--- src/rtl/pipe_ctrl_unit.sv ---
// pipe_ctrl_unit
// Pipelined control unit for the RISC-V core. It decodes the instruction in
// decode into the control bundle, then carries {valid, bundle, rd} through
// NSTAGE stage registers so that each datapath stage sees the controls of its
// own instruction. It also resolves branch/jump redirect and the load-use
// interlock, and returns pc_sel, flush and stall to fetch/decode.
//
// Parameters
//   NSTAGE     stage registers after decode (legal 2..4); stage 0 is EX,
//              stage NSTAGE-1 is writeback
//   MEM_IDX    stage index that presents the data-memory write (1..NSTAGE-1)
//   LU_WINDOW  stages, starting at EX, whose loads interlock a dependent
//              instruction in decode; 0 disables the interlock
//
// Ports
//   clk, rst           clock and synchronous active-high reset
//   inst, inst_valid   instruction in decode and its valid flag
//   br_cond            branch comparator result for the instruction in EX
//   stall_ext          freezes every stage register (memory wait)
//   ex_*               operand selects, immediate type and branch/jump flags
//                      of the EX stage
//   mem_dm_wr          data-memory write enable at stage MEM_IDX
//   wb_*               register write enable, writeback muxes and destination
//   pc_sel             0 = take redirect target, 1 = PC+4
//   flush              kill the instruction in decode
//   stall              hold PC and the decode register
module pipe_ctrl_unit #(
    parameter int NSTAGE    = 2,
    parameter int MEM_IDX   = 1,
    parameter int LU_WINDOW = 1
) (
    input  logic        clk,
    input  logic        rst,
    input  logic [31:0] inst,
    input  logic        inst_valid,
    input  logic        br_cond,
    input  logic        stall_ext,
    output logic        ex_rb1_sel,
    output logic        ex_rb2_sel,
    output logic [2:0]  ex_sign_sel,
    output logic        ex_br1,
    output logic        ex_br2,
    output logic        mem_dm_wr,
    output logic        wb_rb_wr,
    output logic        wb_dm_sel,
    output logic        wb_dm_pc_sel,
    output logic [4:0]  wb_rd,
    output logic        pc_sel,
    output logic        flush,
    output logic        stall
);

    localparam int WB_IDX = NSTAGE - 1;

    localparam logic [6:0] OP_R      = 7'b0110011;
    localparam logic [6:0] OP_I      = 7'b0010011;
    localparam logic [6:0] OP_LOAD   = 7'b0000011;
    localparam logic [6:0] OP_STORE  = 7'b0100011;
    localparam logic [6:0] OP_BRANCH = 7'b1100011;
    localparam logic [6:0] OP_JAL    = 7'b1101111;
    localparam logic [6:0] OP_JALR   = 7'b1100111;
    localparam logic [6:0] OP_LUI    = 7'b0110111;
    localparam logic [6:0] OP_AUIPC  = 7'b0010111;

    typedef struct packed {
        logic       rb1Sel;
        logic       rb2Sel;
        logic [2:0] signSel;
        logic       br1;
        logic       br2;
        logic       dmWr;
        logic       rbWr;
        logic       dmSel;
        logic       dmPcSel;
        logic [4:0] rd;
    } ctrl_t;

    // Bubbles and reset stages carry this bundle so the select outputs sit at
    // their idle values whenever no real instruction occupies a stage.
    localparam ctrl_t CTRL_RESET = '{rb1Sel: 1'b0, rb2Sel: 1'b0, signSel: 3'd0,
                                     br1: 1'b0, br2: 1'b0, dmWr: 1'b0,
                                     rbWr: 1'b0, dmSel: 1'b1, dmPcSel: 1'b1,
                                     rd: 5'd0};

    logic [6:0]               opcode;
    logic [1:0]               funct3Lo;
    logic [4:0]               rs1;
    logic [4:0]               rs2;
    ctrl_t                    decoded;
    logic                     usesRs1;
    logic                     usesRs2;
    logic [NSTAGE-1:0]        valid_q;
    logic [NSTAGE-1:0]        valid_d;
    ctrl_t [NSTAGE-1:0]       stage_q;
    ctrl_t [NSTAGE-1:0]       stage_d;
    logic [NSTAGE-1:0]        luHit;
    logic                     loadUse;
    logic                     redirect;
    logic                     stage0Valid;
    ctrl_t                    stage0Bundle;
    logic                     unusedBits;

    assign opcode   = inst[6:0];
    assign funct3Lo = inst[13:12];
    assign rs1      = inst[19:15];
    assign rs2      = inst[24:20];

    // Instruction decode. Unknown opcodes keep the idle bundle, so they
    // travel down the pipe without enabling anything.
    always_comb begin
        decoded    = CTRL_RESET;
        decoded.rd = inst[11:7];
        usesRs1    = 1'b0;
        usesRs2    = 1'b0;
        case (opcode)
            OP_R: begin
                decoded.rb1Sel = 1'b1;
                decoded.rb2Sel = 1'b1;
                decoded.rbWr   = 1'b1;
                usesRs1        = 1'b1;
                usesRs2        = 1'b1;
            end
            OP_I: begin
                decoded.rb1Sel  = 1'b1;
                decoded.rbWr    = 1'b1;
                decoded.signSel = (funct3Lo == 2'b01) ? 3'd4 : 3'd0;
                usesRs1         = 1'b1;
            end
            OP_LOAD: begin
                decoded.rb1Sel = 1'b1;
                decoded.rbWr   = 1'b1;
                decoded.dmSel  = 1'b0;
                usesRs1        = 1'b1;
            end
            OP_STORE: begin
                decoded.rb1Sel  = 1'b1;
                decoded.signSel = 3'd7;
                decoded.dmWr    = 1'b1;
                usesRs1         = 1'b1;
                usesRs2         = 1'b1;
            end
            OP_BRANCH: begin
                decoded.signSel = 3'd3;
                decoded.br1     = 1'b1;
                usesRs1         = 1'b1;
                usesRs2         = 1'b1;
            end
            OP_JAL: begin
                decoded.signSel = 3'd2;
                decoded.br2     = 1'b1;
                decoded.rbWr    = 1'b1;
                decoded.dmPcSel = 1'b0;
            end
            OP_JALR: begin
                decoded.rb1Sel  = 1'b1;
                decoded.br2     = 1'b1;
                decoded.rbWr    = 1'b1;
                decoded.dmPcSel = 1'b0;
                usesRs1         = 1'b1;
            end
            OP_LUI, OP_AUIPC: begin
                decoded.signSel = 3'd1;
                decoded.rbWr    = 1'b1;
            end
            default: begin
                decoded = CTRL_RESET;
            end
        endcase
    end

    // A load (the only instruction with dmSel=0) in an interlock-window stage
    // whose non-zero rd feeds a source register of the decode instruction.
    for (genvar k = 0; k < NSTAGE; k++) begin : g_lu
        if (k < LU_WINDOW) begin : g_win
            assign luHit[k] = valid_q[k] & ~stage_q[k].dmSel
                            & (stage_q[k].rd != 5'd0)
                            & ((usesRs1 & (rs1 == stage_q[k].rd))
                             | (usesRs2 & (rs2 == stage_q[k].rd)));
        end else begin : g_nowin
            assign luHit[k] = 1'b0;
        end
    end

    assign loadUse  = inst_valid & (|luHit);
    assign redirect = valid_q[0] & (stage_q[0].br2 | (stage_q[0].br1 & br_cond));

    // Redirect outranks load-use: the decode instruction is on the wrong path,
    // so it becomes a bubble and there is nothing left to stall for.
    assign pc_sel = ~redirect;
    assign flush  = redirect & ~stall_ext;
    assign stall  = stall_ext | (loadUse & ~redirect);

    assign stage0Valid  = inst_valid & ~redirect & ~loadUse;
    assign stage0Bundle = stage0Valid ? decoded : CTRL_RESET;
    assign valid_d      = {valid_q[NSTAGE-2:0], stage0Valid};
    assign stage_d      = {stage_q[NSTAGE-2:0], stage0Bundle};

    // Stage registers: reset clears everything, stall_ext freezes every
    // stage, otherwise the pipe shifts by one with decode entering stage 0.
    always_ff @(posedge clk) begin
        if (rst) begin
            valid_q <= '0;
            stage_q <= {NSTAGE{CTRL_RESET}};
        end else if (!stall_ext) begin
            valid_q <= valid_d;
            stage_q <= stage_d;
        end
    end

    assign ex_rb1_sel   = stage_q[0].rb1Sel;
    assign ex_rb2_sel   = stage_q[0].rb2Sel;
    assign ex_sign_sel  = stage_q[0].signSel;
    assign ex_br1       = valid_q[0] & stage_q[0].br1;
    assign ex_br2       = valid_q[0] & stage_q[0].br2;
    assign mem_dm_wr    = valid_q[MEM_IDX] & stage_q[MEM_IDX].dmWr;
    assign wb_rb_wr     = valid_q[WB_IDX] & stage_q[WB_IDX].rbWr;
    assign wb_dm_sel    = stage_q[WB_IDX].dmSel;
    assign wb_dm_pc_sel = stage_q[WB_IDX].dmPcSel;
    assign wb_rd        = stage_q[WB_IDX].rd;

    // Immediate fields and the EX-only controls of the last stage are
    // deliberately left unread.
    assign unusedBits = ^{inst[31:25], inst[14], stage_q[WB_IDX]};

endmodule

--- config.mk ---
export PLATFORM = sky130hd
export DESIGN_NAME = pipe_ctrl_unit
export DESIGN_NICKNAME = d
export VERILOG_FILES = /design/src/rtl/pipe_ctrl_unit.sv
export SDC_FILE = /design/constraint.sdc
export NUM_CORES = 1
export LEC_CHECK = 0
export CAP_MARGIN = 20
export CORE_ASPECT_RATIO = 1.4
export CORE_MARGIN = 4
export CORE_UTILIZATION = 40
export CTS_BUF_LIST = sky130_fd_sc_hd__clkbuf_16
export DETAILED_ROUTE_END_ITERATION = 8
export PLACE_DENSITY = 0.75
export SYNTH_ARGS = -nofsm -noshare
export SYNTH_HDL_FRONTEND = slang
export SYNTH_SLANG_ARGS = --single-unit
--- constraint.sdc ---
create_clock -name clk -period 5.77 [get_ports clk]
set_input_delay 0.8655 -clock clk [delete_from_list [all_inputs] [get_ports clk]]
set_output_delay 0.8655 -clock clk [all_outputs]
set_load 0.01 [all_outputs]
Word-level counts from Yosys, hierarchy flattened. Cells that the tools add are included.

Shift-type cells: 0. Reductions and logical operators: 8. Multipliers: 0. Bitwise gates (word level): 23. Order comparisons: 0. Divide/modulo/power cells: 0. Add/sub/neg operators: 0. Equality and inequality tests: 12. Multiplexer cells: 14.

Operators by type and width (count): 7-bit by 6-bit equality test with 1-bit output, second input constant (3); 7-bit equality test, second input constant (3); 1-bit AND (16); 16-bit two-way mux (1); 3-bit one-hot mux with 5 select lines (1); 7-bit by 5-bit equality test with 1-bit output, second input constant (2); 5-bit equality test (2); 1-bit two-way mux (10); 9-bit OR reduction (1); 7-bit by 2-bit equality test with 1-bit output, second input constant (1); 7-bit OR reduction (1); 6-bit OR reduction (1); 5-bit two-way mux (1); 5-bit nonzero test (1); 5-bit OR reduction (1); 1-bit inverter (4); 2-bit OR reduction (2); 3-bit two-way mux (1); 1-bit bitwise OR (3); 3-bit OR reduction (1); 2-bit by 1-bit equality test with 1-bit output, second input constant (1).

Memory bits (writable): 0. Flip-flop bits (word level): 27. Latch bits: 0. Logic and storage cells: 73. Memory bits (read-only): 0. Input bits: 37. Memories kept: 0. Output and inout bits: 19.

Longest topological paths before layout.
Depth after elaboration: 10. Mapped depth: 7. Gate-level depth less buffers: 5.

Least setup slack after synthesis. No wires, ideal clock.

Path kind: input port to output port. Start: input port inst[23]. End: output port stall. Arrival time: 1753 ps. Path slack: 3151 ps. Path buffers: 0. Stages on the path: 5. Required time: 4905 ps. Path through: xor2_1 nor4_1 and4b_4 o21ai_0 nand2b_1.

Longest elaborated chain between the ends: 7.

Ends and longest elaborated chain: from (decl) (line 34) `input logic [31:0] inst,`; 5-bit equality test (line 178) `| (usesRs2 & (rs2 == stage_q[k].rd)));`; 1-bit AND (line 178); 1-bit bitwise OR (line 178); 1-bit AND (line 177) `& ((usesRs1 & (rs1 == stage_q[k].rd))`; 1-bit AND (line 184) `assign loadUse = inst_valid & (|luHit);`; 1-bit AND (line 191) `assign stall = stall_ext | (loadUse & ~redirect);`; 1-bit bitwise OR (line 191); to (decl) (line 50) `output logic stall`.

No other way between the ends.

Worst setup path after layout.
Start: input port inst[5]. End: output port stall.

Longest elaborated chain between the ends: 9. Elaborated cells on any way between the ends: 17. Classes of those cells: 6 x eq/ne; 2 x mux; 7 x bitwise; 2 x reduce/logical.

Ends and longest elaborated chain: 7-bit equality test (tied with other cells) (line 115) `case (opcode)`; 6-bit OR reduction (no source line) / 3-bit OR reduction (equally long branches); 1-bit two-way mux (line 115); 1-bit AND (on tied branches) (line 177, 178); 1-bit bitwise OR * (line 178); 1-bit AND * (line 177); 1-bit AND * (line 184); 1-bit AND * (line 191); 1-bit bitwise OR * (line 191).

Every way passes the cells marked *; elsewhere a longest branch is shown, timed or not.

==> results_dict.tcl <==
set metrics [dict create \
    leakagePower_nw 0.7149 \
    arrival_ns 2.96 \
    num_io_pins 56 \
    drtIter0Drc 50 \
    tightest_slew_ns 0.7289 \
    crit_slowest_cell "clkdlybuf4s50_1" \
    multiInputGateArea_um2 734.5 \
    core_mm2 0.003213 \
    wl_um 3143 \
    synth_compound_area_frac 0.1682 \
    hold_path_class "flip-flop to flip-flop" \
    netlist_instances 150 \
    p_sw_frac 0.2170 \
    cts.sinks 27 \
    grt_pass1_vias 1171 \
    antennaDiodeCount 0 \
    clkPwrFrac 0.395 \
    slowest_delay_ns 0.56 \
    placed_area_mm2 0.001798 \
    finalMaxSlewViolations 0 \
    grt.overflow.total 0 \
    fin_area_mm2 0.001886 \
    clock_latency_ns 0.26 \
    synth_cell_types 35 \
    rsz0062_at_grt "no" \
    tns_ns 0 \
    pwr_density_cell_mw_per_mm2 209.5 \
    rows 24 \
    cellInternalPower_uw 309.3 \
    clock_skew_ns 0.002179 \
    port_buffers 47 \
    cts_hold_buf 0 \
    synth-seq-area-share 0.3927 \
    cts_root_buf "clkbuf_16" \
    yosys.area.top_type "dfxtp_1" \
    nFillCells 292 \
    first_pass_iters 4 \
    nNetsFinal 224 \
    cp_cell_sequence "clkdlybuf4s50_1 > nor2b_1 > a21oi_1 > nor4_1 > o21ai_0 > nand2b_1 > clkdlybuf4s50_1" \
    synth_xor_area_frac 0.06364 \
    track_usage 0.1443 \
    p_sw_uw 85.73 \
    synthAdderAreaFrac 0 \
    hpwl_um 2461 \
    crit_type "input port to output pin" \
    synth_nets 187 \
    synth_top_family_by_area "simple AND/OR/NAND/NOR gates" \
    die_x_um 57.58 \
    drc 0 \
    synth.cell_area_mm2 0.001376 \
    htreeDepth 1 \
    cts_resized 0 \
    start_util 0.4283 \
    clockBufferDepth 2 \
    postCtsSetupBuffers 0 \
    synth_area_leaders "dfxtp_1 39%, a22o_1 7.0%, mux2i_1 5.8%" \
    yosysWarnings 0 \
    yosys.area_share.simple 0.2436 \
    cts_tree "built" \
    grt_pass1_wl_um 5202 \
    maxCapViolCount 0 \
    synth_top_area_frac 0.3927 \
    ant_nets 0 \
    grt_max_degree 18 \
    max_freq_ghz 0.2613 \
    vias 1196 \
    setup-violations-final 0 \
    pwr-share-seq 0.480 \
    place_congestion 0.8947 \
    die_y_um 77.41 \
    hold_viol_final 0 \
    end_kind "output pin" \
    register_area_um2 540.5 \
    cts.clk_slew.worst_paths_ns 0.07 \
    wire_per_inst_um 13.97 \
    die_area_mm2 0.004457 \
    period_share 0.6633 \
    postSynthAreaPerCell_um2 9.175 \
    layout-drive-gt1-share 0.05376 \
    synthMuxAreaShare 0.05818 \
    worst_hold_slack_ns 0.4714 \
    status "complete, no violations" \
    cts_buffers 3 \
    ys_ff_latch 27 \
    min_period_ns 3.827 \
    cp_max_fo 6 \
    comb_power_share 0.125 \
    slew_headroom 0.5126 \
    peakVddDrop_uv 138.1 \
    vias_per_cell 5.316 \
    antenna_found_initial 0 \
    area_growth_syn_to_layout_pct 37.00 \
    total_power_uw 395.0 \
    required_ns 4.90 \
    cpMostUsedCell "clkdlybuf4s50_1" \
    cp-start-kind "input port" \
]
[worst max-delay path, delay by kind of cell]
family	cells	cell delay (ns)
simple gates	3	0.69
compound gates	2	0.31
buf+inv	2	1.09
[routing by layer]
layer | global-route usage | routed length, µm | vias to the layer above
li1 | - | - | 603
met1 | 0.1687 | 1299 | 553
met2 | 0.2579 | 1666 | 36
met3 | 0.02492 | 157 | 4
met4 | 0.05104 | 20 | 0
met5 | 0 | 0 | -
[layout by cell type (no fill, tap or decap), drive strengths merged, types with 5 or more instances in the layout]
master and instances:
dfxtp 27, nor3 5, xnor2 5, clkdlybuf4s50 47
nor4 5, a22o 11, xor2 5, o21ai 7
mux2i 8, nand2 9, nor2 16
[flip-flops by register name (all words and copies together), names as in the netlist]
| name | count |
|---|---|
| stage_q | 2 |
| stage_d | 11 |
| wb_rd | 5 |
| ex_sign_sel | 3 |
| ex_rb2_sel | 1 |
| wb_dm_pc_sel | 1 |
| ex_rb1_sel | 1 |
| valid_q | 2 |
| wb_dm_sel | 1 |
[kinds of logic (layout without fill, tap and decap cells)]
logic type             after synthesis  count (layout)
buffers and inverters               17              53
AND/OR/NAND/NOR                     57              57
flip-flops                          27              27
XOR/XNOR                            10              10
multiplexers                         8               8
AO/OA/AOI/OAI                       31              31
[per-stage QoR]
stage	setup WS [ns]	util	cells
after floorplan	3.151	-	150
after global placement	1.987	0.5596	220
after detailed placement	1.966	0.5596	220
after CTS	1.975	0.5845	224
after global routing	1.849	0.5868	225
final	1.943	0.5868	225
[worst paths after layout]
| check | startpoint | end | slack, ns | cells after the start |
|---|---|---|---|---|
| worst max-delay path | inst[5] | stall | 1.94 | 7 |
| worst max register to register | stage_d[20]$_SDFFE_PP0N_ | ex_rb2_sel$_SDFFE_PP0N_ | 3.66 | 5 |
| worst min-delay path | wb_dm_pc_sel$_SDFFE_PP1N_ | wb_dm_pc_sel$_SDFFE_PP1N_ | 0.47 | 1 |
| worst min register to register | wb_dm_pc_sel$_SDFFE_PP1N_ | wb_dm_pc_sel$_SDFFE_PP1N_ | 0.47 | 1 |
[cell type report]
class / instances / area share
multi-input cells: 106 / 0.3895
flip-flops and latches: 27 / 0.2867
repair buffers: 48 / 0.2535
clock buffers: 3 / 0.03981
well taps: 39 / 0.02588
clock inverters: 1 / 0.002654
inverters: 1 / 0.001991
[cells in the mapped netlist]
| cell type | count |
|---|---|
| dfxtp_1 | 27 |
| nor2_1 | 16 |
| a22o_1 | 11 |
| nand2_1 | 9 |
| buf_4 | 8 |
| mux2i_1 | 8 |
| clkbuf_1 | 6 |
| o21ai_0 | 6 |
| xnor2_1 | 5 |
| xor2_1 | 5 |
| a21oi_1 | 4 |
| and2_1 | 4 |
| nand2b_1 | 4 |
| nor2b_1 | 4 |
| nor3_1 | 4 |
| a32o_1 | 3 |
| nor4_1 | 3 |
| a211o_1 | 2 |
| a21o_1 | 2 |
| and3b_1 | 2 |
| nand3_1 | 2 |
| nand4_1 | 2 |
| a31oi_1 | 1 |
| and4b_4 | 1 |
| buf_1 | 1 |
| buf_6 | 1 |
| inv_1 | 1 |
| nor3_4 | 1 |
| nor3b_1 | 1 |
| nor4_2 | 1 |
| nor4_4 | 1 |
| nor4b_1 | 1 |
| o21ai_2 | 1 |
| o21bai_1 | 1 |
| or4_1 | 1 |
[power groups by stage]
stage	Clock (mW)	Sequential (mW)	Combinational [mW]
after floorplan	0	0.194	0.0220
after global placement	0	0.194	0.0479
after detailed placement	0	0.194	0.0488
after CTS	0.159	0.190	0.0489
after global routing	0.170	0.190	0.0537
final	0.156	0.190	0.0493
No activity file was read; power rests on OpenSTA's default activity.
